`config.mk`:
```
export PLATFORM = sky130hd
export DESIGN_NAME = score_event_encoder
export DESIGN_NICKNAME = d
export VERILOG_FILES = /design/src/rtl/score_event_encoder.sv
export SDC_FILE = /design/constraint.sdc
export NUM_CORES = 1
export LEC_CHECK = 0
export CORE_MARGIN = 2
export CORE_UTILIZATION = 33
export DETAILED_ROUTE_END_ITERATION = 8
export GPL_ROUTABILITY_DRIVEN = 0
export SLEW_MARGIN = 20
export SYNTH_ARGS = -nofsm -noshare
export SYNTH_HDL_FRONTEND = slang
export SYNTH_SLANG_ARGS = --single-unit
```
`constraint.sdc`:
```
create_clock -name clk -period 3.1 [get_ports clk]
set_input_delay 0.465 -clock clk [delete_from_list [all_inputs] [get_ports clk]]
set_output_delay 0.465 -clock clk [all_outputs]
set_load 0.02 [all_outputs]
```
`src/rtl/score_event_encoder.sv`:
```
// Queues gold/diamond/monster event pulses per type and serializes them as BCD "add hundreds" valid/ready transactions.
// Optional SCORE_FRAME_PACE_EN: a frame token set by startOfFrame limits issue to one transaction per frame.
module score_event_encoder #(
  parameter int GOLD_HUNDREDS    = 2,
  parameter int DIAMOND_HUNDREDS = 1,
  parameter int MONSTER_HUNDREDS = 5,
  parameter int CNT_W            = 3
) (
  input  logic       clk,
  input  logic       resetN,
  input  logic       startOfFrame,
  input  logic       game_restart,
  input  logic       player_eat_gold,
  input  logic       player_eat_dimond,
  input  logic       monster_killed,
  input  logic       add_ready,
  output logic       add_valid,
  output logic [3:0] add_hundreds,
  output logic [1:0] add_kind,
  output logic       pending,
  output logic       overflow_drop
);

  localparam logic [3:0] GOLD_H = (GOLD_HUNDREDS    > 9) ? 4'd9 : 4'(GOLD_HUNDREDS);
  localparam logic [3:0] DIA_H  = (DIAMOND_HUNDREDS > 9) ? 4'd9 : 4'(DIAMOND_HUNDREDS);
  localparam logic [3:0] MON_H  = (MONSTER_HUNDREDS > 9) ? 4'd9 : 4'(MONSTER_HUNDREDS);

  typedef enum logic {IDLE, OFFER} state_t;

  state_t           state_q, state_d;
  // Index matches add_kind: 0 gold, 1 diamond, 2 monster.
  logic [CNT_W-1:0] cnt [3];
  logic [2:0]       ev, load, drop, nonzero;
  logic [3:0]       sel_hundreds;
  logic [1:0]       sel_kind;
  logic             frame_ok;

  assign ev = {monster_killed, player_eat_dimond, player_eat_gold};

  always_comb begin
    for (int i = 0; i < 3; i++) begin
      nonzero[i] = (cnt[i] != '0);
      drop[i]    = ev[i] & ~load[i] & (cnt[i] == '1);
    end
  end

`ifdef SCORE_FRAME_PACE_EN
  logic token_q;

  // startOfFrame wins over a same-cycle load so the next frame is not missed.
  always_ff @(posedge clk or negedge resetN) begin
    if (!resetN)            token_q <= 1'b0;
    else if (game_restart)  token_q <= 1'b0;
    else if (startOfFrame)  token_q <= 1'b1;
    else if (|load)         token_q <= 1'b0;
  end

  assign frame_ok = token_q;
`else
  // Unpaced: always ready to issue; startOfFrame has no effect.
  assign frame_ok = 1'b1 | startOfFrame;
`endif

  // State register
  always_ff @(posedge clk or negedge resetN) begin
    if (!resetN) state_q <= IDLE;
    else         state_q <= state_d;
  end

  // Next-state logic
  always_comb begin
    state_d = state_q;
    if (game_restart) begin
      state_d = IDLE;
    end else begin
      case (state_q)
        IDLE:    if (|load)    state_d = OFFER;
        OFFER:   if (add_ready) state_d = IDLE;
        default: state_d = IDLE;
      endcase
    end
  end

  // Output/selection logic: fixed priority monster > gold > diamond
  always_comb begin
    load         = 3'b000;
    sel_kind     = 2'd0;
    sel_hundreds = 4'd0;
    if (state_q == IDLE && !game_restart && frame_ok) begin
      if (nonzero[2]) begin
        load[2]      = 1'b1;
        sel_kind     = 2'd2;
        sel_hundreds = MON_H;
      end else if (nonzero[0]) begin
        load[0]      = 1'b1;
        sel_kind     = 2'd0;
        sel_hundreds = GOLD_H;
      end else if (nonzero[1]) begin
        load[1]      = 1'b1;
        sel_kind     = 2'd1;
        sel_hundreds = DIA_H;
      end
    end
  end

  assign add_valid = (state_q == OFFER);

  always_ff @(posedge clk or negedge resetN) begin
    if (!resetN) begin
      add_hundreds <= 4'd0;
      add_kind     <= 2'd0;
    end else if (|load) begin
      add_hundreds <= sel_hundreds;
      add_kind     <= sel_kind;
    end
  end

  always_ff @(posedge clk or negedge resetN) begin
    if (!resetN) begin
      for (int i = 0; i < 3; i++) cnt[i] <= '0;
    end else if (game_restart) begin
      for (int i = 0; i < 3; i++) cnt[i] <= '0;
    end else begin
      for (int i = 0; i < 3; i++) begin
        if (ev[i] && !load[i] && !drop[i]) cnt[i] <= cnt[i] + CNT_W'(1);
        else if (load[i] && !ev[i])        cnt[i] <= cnt[i] - CNT_W'(1);
      end
    end
  end

  always_ff @(posedge clk or negedge resetN) begin
    if (!resetN) begin
      pending       <= 1'b0;
      overflow_drop <= 1'b0;
    end else if (game_restart) begin
      pending       <= 1'b0;
      overflow_drop <= 1'b0;
    end else begin
      pending       <= |nonzero;
      overflow_drop <= overflow_drop | (|drop);
    end
  end

endmodule
```
After elaboration in Yosys (flattened, before gate mapping)
Cells that the tools add are included.
Storage, ports and cells
  word-level logic and storage cells: 84
  register bits after elaboration: 18
Cells by class
  equal/unequal tests: 3
  multiplexer cells: 27
  add/sub/neg operators: 6
  reductions and logical operators: 29
  bitwise logic cells: 11
Operators by type and width (count)
  $mux W3: 9
  $reduce_bool A3 Y1: 6
  $mux W1: 12
  $logic_and A1 B1 Y1: 10
  $logic_not A1 Y1: 10
  $add A3 B1 Y3 const B: 3
  $eq A3 B3 Y1 const B: 3
  $mux W9: 1
  $reduce_or A3 Y1: 3
  $sub A3 B1 Y3 const B: 3
  $mux W2: 4
  $and A1 B1 Y1: 6
  $not A1 Y1: 4
  $pmux W1 S2: 1
  $or A1 B1 Y1: 1

Longest topological paths before layout
Gate-level depths: netlist of run 1.
  depth after elaboration: 12
  mapped depth: 9
  gate-level depth less buffers: 7

Worst setup path before layout of run 1
OpenSTA, ideal clock, no wires.
  path type: reg2reg
  from: register state_q, in the netlist add_valid
  to: register cnt[5] (netlist bit)
  stages on the path, launching flop included: 10
  path buffers: 2
  required time: 2.974 ns
  arrival time: 2.659 ns
  setup slack: 0.314 ns
  cell sequence: dfrtp_1 > buf_6 > or2_1 > clkbuf_4 > o41ai_4 > and2b_2 > fa_1 > xnor2_1 > and4_4 > a311o_1
On the way
  cells in the longest elaborated chain, start to end: 10
  elaborated cells between the ends (all ways): 14
Ends and longest elaborated chain
  from (decl): line 30  | state_t state_q, state_d;
  from (signal assigned): line 67  | else state_q <= state_d;
  $not A1 Y1 *
  $logic_and A1 B1 Y1 *: line 89  | if (state_q == IDLE && !game_restart && frame_ok) begin
  $mux W3 *: line 89
  $not A1 Y1: line 43  | drop[i] = ev[i] & ~load[i] & (cnt[i] == '1);
  $and A1 B1 Y1 (2 in a row): line 43
  $logic_not A1 Y1: line 125  | if (ev[i] && !load[i] && !drop[i]) cnt[i] <= cnt[i] + CNT_W'(1);
  $logic_and A1 B1 Y1: line 125
  $mux W3: line 125
  $mux W9: line 121  | end else if (game_restart) begin
  to (signal, indexed assignment): line 125
  to (signal, indexed assignment): line 126  | else if (load[i] && !ev[i]) cnt[i] <= cnt[i] - CNT_W'(1);
  to (decl): line 32  | logic [CNT_W-1:0] cnt [3];
Mark *: on every way between the ends. The rest lies on a longest branch, timed or not.
A chain may end at the register's enable or synchronous reset.

Worst setup path after layout of run 1
  from: register cnt[0] (netlist bit)
  to: register cnt[5] (netlist bit)
On the way
  cells in the longest elaborated chain, start to end: 10
  elaborated cells between the ends (all ways): 14
Ends and longest elaborated chain
  $reduce_bool A3 Y1 *: line 42  | nonzero[i] = (cnt[i] != '0);
  $mux W2 *: line 90  | if (nonzero[2]) begin
  $mux W3 *: line 89
  $not A1 Y1: line 43
  $and A1 B1 Y1 (2 in a row): line 43
  $logic_not A1 Y1: line 125
  $logic_and A1 B1 Y1: line 125
  $mux W3: line 125
  $mux W9: line 121
Marks and branches as above.

==> flow_summary_export.csv, run 1 <==
group,metric,value,unit
yosys,synth_common_cells,"dfrtp_1, nand2_1, inv_1, nor2_1",
yosys,yosys-top-cells-area,"dfrtp_1, fa_1, nand2_1, inv_1, a21oi_1",
placement,dp_hpwl,1718,µm
routing,antenna_left,0,
yosys,synth-edff-count,0,
worst_setup_path,endpoint,"cnt[5]$_DFFE_PN0P_",
grt,track_usage,14.01,%
routing,drc_errors,0,
clocking,insertion_delay,290,ps
timing,slew_headroom,52.42,%
final_layout,final_nets,142,
grt,antenna_found_initial,0,
floorplan,fp.dieW,60.84,µm
placement,dpl.cell_count,170,
routing,totalWireLength,2266,µm
yosys,ys.flop_type,"dfrtp_1",
timing,whs,505.9,ps
worst_setup_path,worst_setup_path_start_kind,"flip-flop",
timing,maxSlewViolCount,0,
worst_setup_path,path_class,"flip-flop to flip-flop",
yosys,syn_area,1066,µm²
clocking,ctsHtreeMaxLevel,1,
final_layout,syn2layout_area_growth,20.66,%
timing,max_freq,0.3641,GHz
run,max_cap_viol_count,0,
worst_setup_path,end_kind,"flip-flop",
floorplan,initial_utilization,34.92,%
yosys,syn-num-nets,124,
placement,post_dp_cell_area,1250,µm²
floorplan,core-area,3053,µm²
clocking,cts-root-buf,"clkbuf_4",
timing,worstMarginPinSlew,711.4,ps
final_layout,fill_cells,313,
final_layout,n_antenna_cell,0,
routing,drtIter0Drc,33,
worst_setup_path,crit_required,3280,ps
floorplan,die_y,60.84,µm
final_layout,stdcell_count,174,
yosys,synth_warnings,0,
clocking,ctsHoldBuffers,0,
yosys,synth.top_cell.area_share,37.56,%
worst_setup_path,rr_startpoint,"cnt[0]$_DFFE_PN0P_",
final_layout,fin_util,42.13,%
hold_path,hp-class,"flip-flop to flip-flop",
yosys,synth-seq-cells,16,
routing,drt_first_pass_iters,4,
final_layout,drive_above_1_share,15.38,%
yosys,synthCells,113,
timing,skew,6.037,ps
placement,place_ws,84.88,ps
timing,fin_crit_sh,88.59,%
power_and_ir_drop,power.density,821.6,nW/µm²
floorplan,rows,20,
timing,tns,0,ps
floorplan,ios,17,
yosys,ys_seq_area_share,37.56,%
timing,final-hold-violation-count,0,
power_and_ir_drop,p_total,1.057,mW
power_and_ir_drop,leakage,0.5180,nW
clocking,path_clk_slew,110,ps
run_status,status,"finished clean",
timing,fin_crit,2746,ps
placement,placement.io_buffers,14,
grt,grt_pass1_vias,824,
worst_setup_path,regToRegSetupSlack,350,ps
yosys,synth.distinct_cells,42,
clocking,cts.repair.resized,0,
timing,setup_viol,0,
timing,fin_ws,353.9,ps
clocking,numClockSinks,16,
routing,wl_per_cell,13.02,µm
yosys,yosysMostFrequentCell,"dfrtp_1",
clocking,clock_path_buffers,2,
clocking,cts_tree,"done",
worst_setup_path,worst-path-max-fanout,10,
floorplan,die_area,3701,µm²
worst_setup_path,cp-startpoint,"cnt[0]$_DFFE_PN0P_",
grt,grt.overflow.total,0,
routing,vias,896,
power_and_ir_drop,irDropWorstVdd,0.0002282,V
worst_setup_path,rr_endpoint,"cnt[5]$_DFFE_PN0P_",
final_layout,stdcell_area,1286,µm²
grt,grt_pass1_wl,3753,µm
timing,rsz0062_at_grt,"false",
clocking,cts_setup_buffers,0,
worst_setup_path,cp.arrival,2930,ps
yosys,synth_area_leader_cell,"dfrtp_1",
clocking,numCtsBuffers,3,
yosys,avgSynthCellArea,9.434,µm²
yosys,async_reset_ff_share,100.0,%
worst_setup_path,reg2reg_depth,7,
routing,viasPerCell,5.149,
grt,grt_max_degree,17,
==> worst max-delay path, stage by stage, from the launching register on <==
cell and delay, ps:
dfrtp_1 490, or3_4 450, o41ai_4 350, and2b_2 280
fa_1 420, xnor2_1 150, and4_4 180, a311o_1 310
==> kinds of logic (layout without fill, tap and decap cells) <==
| family | count (synthesis) | after routing | synth area share [%] |
|---|---|---|---|
| fa+ha+maj | 3 | 3 | 5.634 |
| flops | 16 | 16 | 37.56 |
| xor+xnor | 5 | 5 | 4.109 |
| buf+inv | 15 | 32 | 7.746 |
| compound gates | 32 | 32 | 22.89 |
| mux | 1 | 1 | 0.9390 |
| other cells | 1 | 1 | 0.3518 |
| simple gates | 40 | 40 | 20.78 |
==> worst min path at each step <==
stage                                startpoint                          end  slack [ps]  cells past startpoint
global route            add_kind[1]$_DFFE_PN0N_      add_kind[1]$_DFFE_PN0N_         540                      2
global placement    add_hundreds[0]$_DFFE_PN0N_  add_hundreds[0]$_DFFE_PN0N_         470                      1
detailed placement  add_hundreds[0]$_DFFE_PN0N_  add_hundreds[0]$_DFFE_PN0N_         490                      1
floorplan                                resetN  add_hundreds[0]$_DFFE_PN0N_         170                      0
CTS                 add_hundreds[0]$_DFFE_PN0N_  add_hundreds[0]$_DFFE_PN0N_         510                      1
finish              add_hundreds[0]$_DFFE_PN0N_  add_hundreds[0]$_DFFE_PN0N_         510                      1
==> sequential cells by signal (all words and copies together), names as in the netlist <==
name,flops
add_valid,1
add_hundreds,2
add_kind,2
cnt,9
pending,1
overflow_drop,1
==> layout by cell type, fill, tap and decap left out, types with 2 or more instances in the layout <==
| cell type | n |
|---|---|
| nand3_1 | 5 |
| dfrtp_1 | 16 |
| xnor2_1 | 2 |
| a31oi_1 | 2 |
| nor2b_1 | 2 |
| inv_1 | 9 |
| nor2_1 | 7 |
| o21ai_0 | 6 |
| clkbuf_4 | 3 |
| clkdlybuf4s50_1 | 14 |
| xor2_1 | 3 |
| fa_1 | 3 |
| nor3_1 | 5 |
| nand2_1 | 10 |
| or3_4 | 2 |
| buf_4 | 5 |
| o21a_1 | 3 |
| o31ai_1 | 4 |
| a21oi_1 | 6 |
==> report_power, final <==
part | leakage [nW] | internal, mW | switching, mW
Sequential | 0.201 | 0.281 | 0.0780
Clock | 0.0210 | 0.0715 | 0.0729
Combinational | 0.296 | 0.249 | 0.305
Total | 0.518 | 0.601 | 0.455
==> per-layer routing <==
metal  vias to the layer above  global-route usage (%)  share of wire [%]
li1                        436                       -                  -
met1                       432                   17.12                 47
met2                        24                   23.04                 47
met3                         4                   2.132                3.9
met4                         0                   8.696                2.0
met5                         -                       0                  0
==> area by class of cell <==
class | count | area (µm²) | area share, %
Multi-Input combinational cell | 82 | 583.1 | 45.33
Sequential cell | 16 | 400.4 | 31.13
Timing Repair Buffer | 19 | 177.7 | 13.81
Tap cell | 44 | 55.05 | 4.280
Clock buffer | 4 | 36.28 | 2.821
Inverter | 9 | 33.78 | 2.626
Note: power is estimated with default switching activity, not from simulation.
==> run 2, diff against run 1 <==
--- a/config.mk
+++ b/config.mk
@@ -7,6 +7,7 @@
 export LEC_CHECK = 0
 export CORE_MARGIN = 2
 export CORE_UTILIZATION = 33
+export CTS_CLUSTER_DIAMETER = 40
 export DETAILED_ROUTE_END_ITERATION = 8
 export GPL_ROUTABILITY_DRIVEN = 0
 export SLEW_MARGIN = 20
==> results of run 2 <==
Same layout as run 1: the final DEF is identical, and so are final timing and power.
==> run 3, diff against run 2 <==
--- a/config.mk
+++ b/config.mk
@@ -10,6 +10,7 @@
 export CTS_CLUSTER_DIAMETER = 40
 export DETAILED_ROUTE_END_ITERATION = 8
 export GPL_ROUTABILITY_DRIVEN = 0
+export GPL_TIMING_DRIVEN = 0
 export SLEW_MARGIN = 20
 export SYNTH_ARGS = -nofsm -noshare
 export SYNTH_HDL_FRONTEND = slang
==> flow_summary_export.csv, run 3 (same netlist as run 1, synthesis figures left out) <==
group,metric,value,unit
routing,totalWireLength,2297,µm
floorplan,ios,17,
timing,rsz0062_at_grt,"false",
clocking,ctsHtreeMaxLevel,1,
clocking,numClockSinks,16,
routing,wl_met3,71,µm
power_and_ir_drop,seqPwrFrac,32.7,%
power_and_ir_drop,p_switching,0.4582,mW
worst_setup_path,crit_required,3290,ps
run_status,status,"finished clean",
final_layout,largest_reg_flops,9,
hold_path,hp-class,"flip-flop to flip-flop",
floorplan,rows,20,
clocking,path_clk_slew,100,ps
placement,dp_hpwl,1697,µm
clocking,cts_tree,"done",
power_and_ir_drop,leakage,0.5314,nW
final_layout,n_antenna_cell,0,
placement,placement.io_buffers,14,
final_layout,mostFrequentLayoutCells,"dfrtp_1, clkdlybuf4s50_1, nand2_1",
final_layout,regMostFlops,"cnt",
final_layout,stdcell_area,1300,µm²
power_and_ir_drop,power.density,824.8,nW/µm²
worst_setup_path,cp.arrival,3010,ps
final_layout,final_common_cell,"dfrtp_1",
final_layout,drive_above_1_share,15.27,%
timing,maxSlewViolCount,0,
timing,fin_ws,277.5,ps
grt,track_usage,13.90,%
worst_setup_path,worst_setup_path_start_kind,"flip-flop",
routing,wl_per_cell,13.13,µm
worst_setup_path,end_kind,"flip-flop",
grt,grt_max_degree,17,
worst_setup_path,worst-path-max-fanout,10,
power_and_ir_drop,p_int,0.6140,mW
placement,post_dp_cell_area,1261,µm²
power_and_ir_drop,p_comb_share,53.7,%
routing,met1_length,1088,µm
clocking,cts_setup_buffers,0,
timing,fin_crit_sh,91.05,%
timing,setup_viol,0,
clocking,numCtsBuffers,3,
clocking,cts-root-buf,"clkbuf_4",
floorplan,initial_utilization,34.92,%
final_layout,reg_top3,"cnt x9, add_hundreds x2, add_kind x2",
routing,top_layer_used,"met4",
routing,vias,864,
routing,antenna_left,0,
power_and_ir_drop,irDropWorstVdd,0.0002223,V
routing,viasPerCell,4.937,
clocking,clock_path_buffers,2,
routing,route.met2.wl,1091,µm
timing,worstMarginPinSlew,741.5,ps
placement,place_ws,-224.9,ps
floorplan,die_y,60.84,µm
power_and_ir_drop,swShare,42.74,%
worst_setup_path,path_class,"flip-flop to flip-flop",
clocking,ctsHoldBuffers,0,
routing,drc_errors,0,
timing,final-hold-violation-count,0,
floorplan,fp.dieW,60.84,µm
timing,slew_headroom,50.41,%
timing,max_freq,0.3543,GHz
routing,drt_first_pass_iters,4,
grt,antenna_found_initial,0,
grt,grt_pass1_wl,3781,µm
final_layout,syn2layout_area_growth,21.95,%
clocking,insertion_delay,300,ps
grt,grt.overflow.total,0,
timing,skew,2.767,ps
floorplan,die_area,3701,µm²
grt,grt_pass1_vias,815,
run,max_cap_viol_count,0,
routing,drtIter0Drc,37,
floorplan,core-area,3053,µm²
timing,fin_crit,2823,ps
power_and_ir_drop,clock_power_share,13.6,%
final_layout,final_nets,143,
run 3: changes by cell type in the layout (fill, tap and decap cells not counted):
| cell | previous run | this run |
|---|---|---|
| buf_4 | 5 | 2 |
| buf_6 | 0 | 2 |
| clkbuf_1 | 0 | 1 |
| clkbuf_4 | 3 | 4 |
| clkdlybuf4s50_1 | 14 | 13 |
| dlymetal6s2s_1 | 0 | 1 |
run 3: power by group through the flow:
stage          Clock (mW)  Sequential [mW]  Combinational (mW)
2_1_floorplan           0            0.377               0.387
3_3_place_gp            0            0.351               0.561
3_5_place_dp            0            0.355               0.575
4_1_cts             0.151            0.350               0.578
5_1_grt             0.159            0.360               0.639
6_report            0.146            0.350               0.576
run 3: path summary, 6_finish.rpt:
| kind | startpoint | end | slack, ps | depth (start not counted) |
|---|---|---|---|---|
| min in group asynchronous | resetN | add_valid$_DFF_PN0_ | 600 | 1 |
| worst min register to register | add_kind[1]$_DFFE_PN0N_ | add_kind[1]$_DFFE_PN0N_ | 510 | 2 |
| worst max register to register | add_valid$_DFF_PN0_ | cnt[5]$_DFFE_PN0P_ | 280 | 9 |
| max in group asynchronous | resetN | cnt[5]$_DFFE_PN0P_ | 2040 | 1 |
| worst min-delay path | add_kind[1]$_DFFE_PN0N_ | add_kind[1]$_DFFE_PN0N_ | 510 | 2 |
| worst max-delay path | add_valid$_DFF_PN0_ | cnt[5]$_DFFE_PN0P_ | 280 | 9 |
run 3: worst max-delay path: stages, from the launching register on:
cell	delay [ps]
dfrtp_1	410
buf_6	150
or2_1	220
clkbuf_4	180
o41ai_4	410
and2b_2	280
fa_1	420
xnor2_1	150
and4_4	190
a311o_1	310
run 3: cell type report:
| class | count | area, µm² |
|---|---|---|
| clock buffers | 4 | 36.28 |
| fillers | 308 | 1753 |
| flip-flops and latches | 16 | 400.4 |
| well taps | 44 | 55.05 |
| repair buffers | 14 | 142.6 |
| plain buffers | 6 | 48.80 |
| inverters | 9 | 33.78 |
| multi-input cells | 82 | 583.1 |
run 3: metrics by stage:
| stage | utilization (%) | cells | hold WS [ps] | TNS [ps] | power (mW) |
|---|---|---|---|---|---|
| final | 42.58 | 175 | 512.3 | 0 | 1.072 |
| after global routing | 42.58 | 175 | 537.9 | 0 | 1.158 |
| after CTS | 42.50 | 175 | 520.2 | 0 | 1.080 |
| after detailed placement | 41.31 | 171 | 495.5 | -350.0 | 0.9296 |
| after global placement | 41.31 | 171 | 473.4 | -308.8 | 0.9119 |
| after floorplan | - | 113 | 169.4 | 0 | 0.7641 |
run 3: timing repair:
item,CTS,global route
endpoints found under the setup margin,0,1
gates resized for setup,0,1
hold endpoints to repair,0,0
run 3: metal layers:
layer	track usage, %	vias up
met2	23.20	15
met1	17.61	403
li1	-	441
met3	2.132	5
met5	0	-
met4	6.522	0
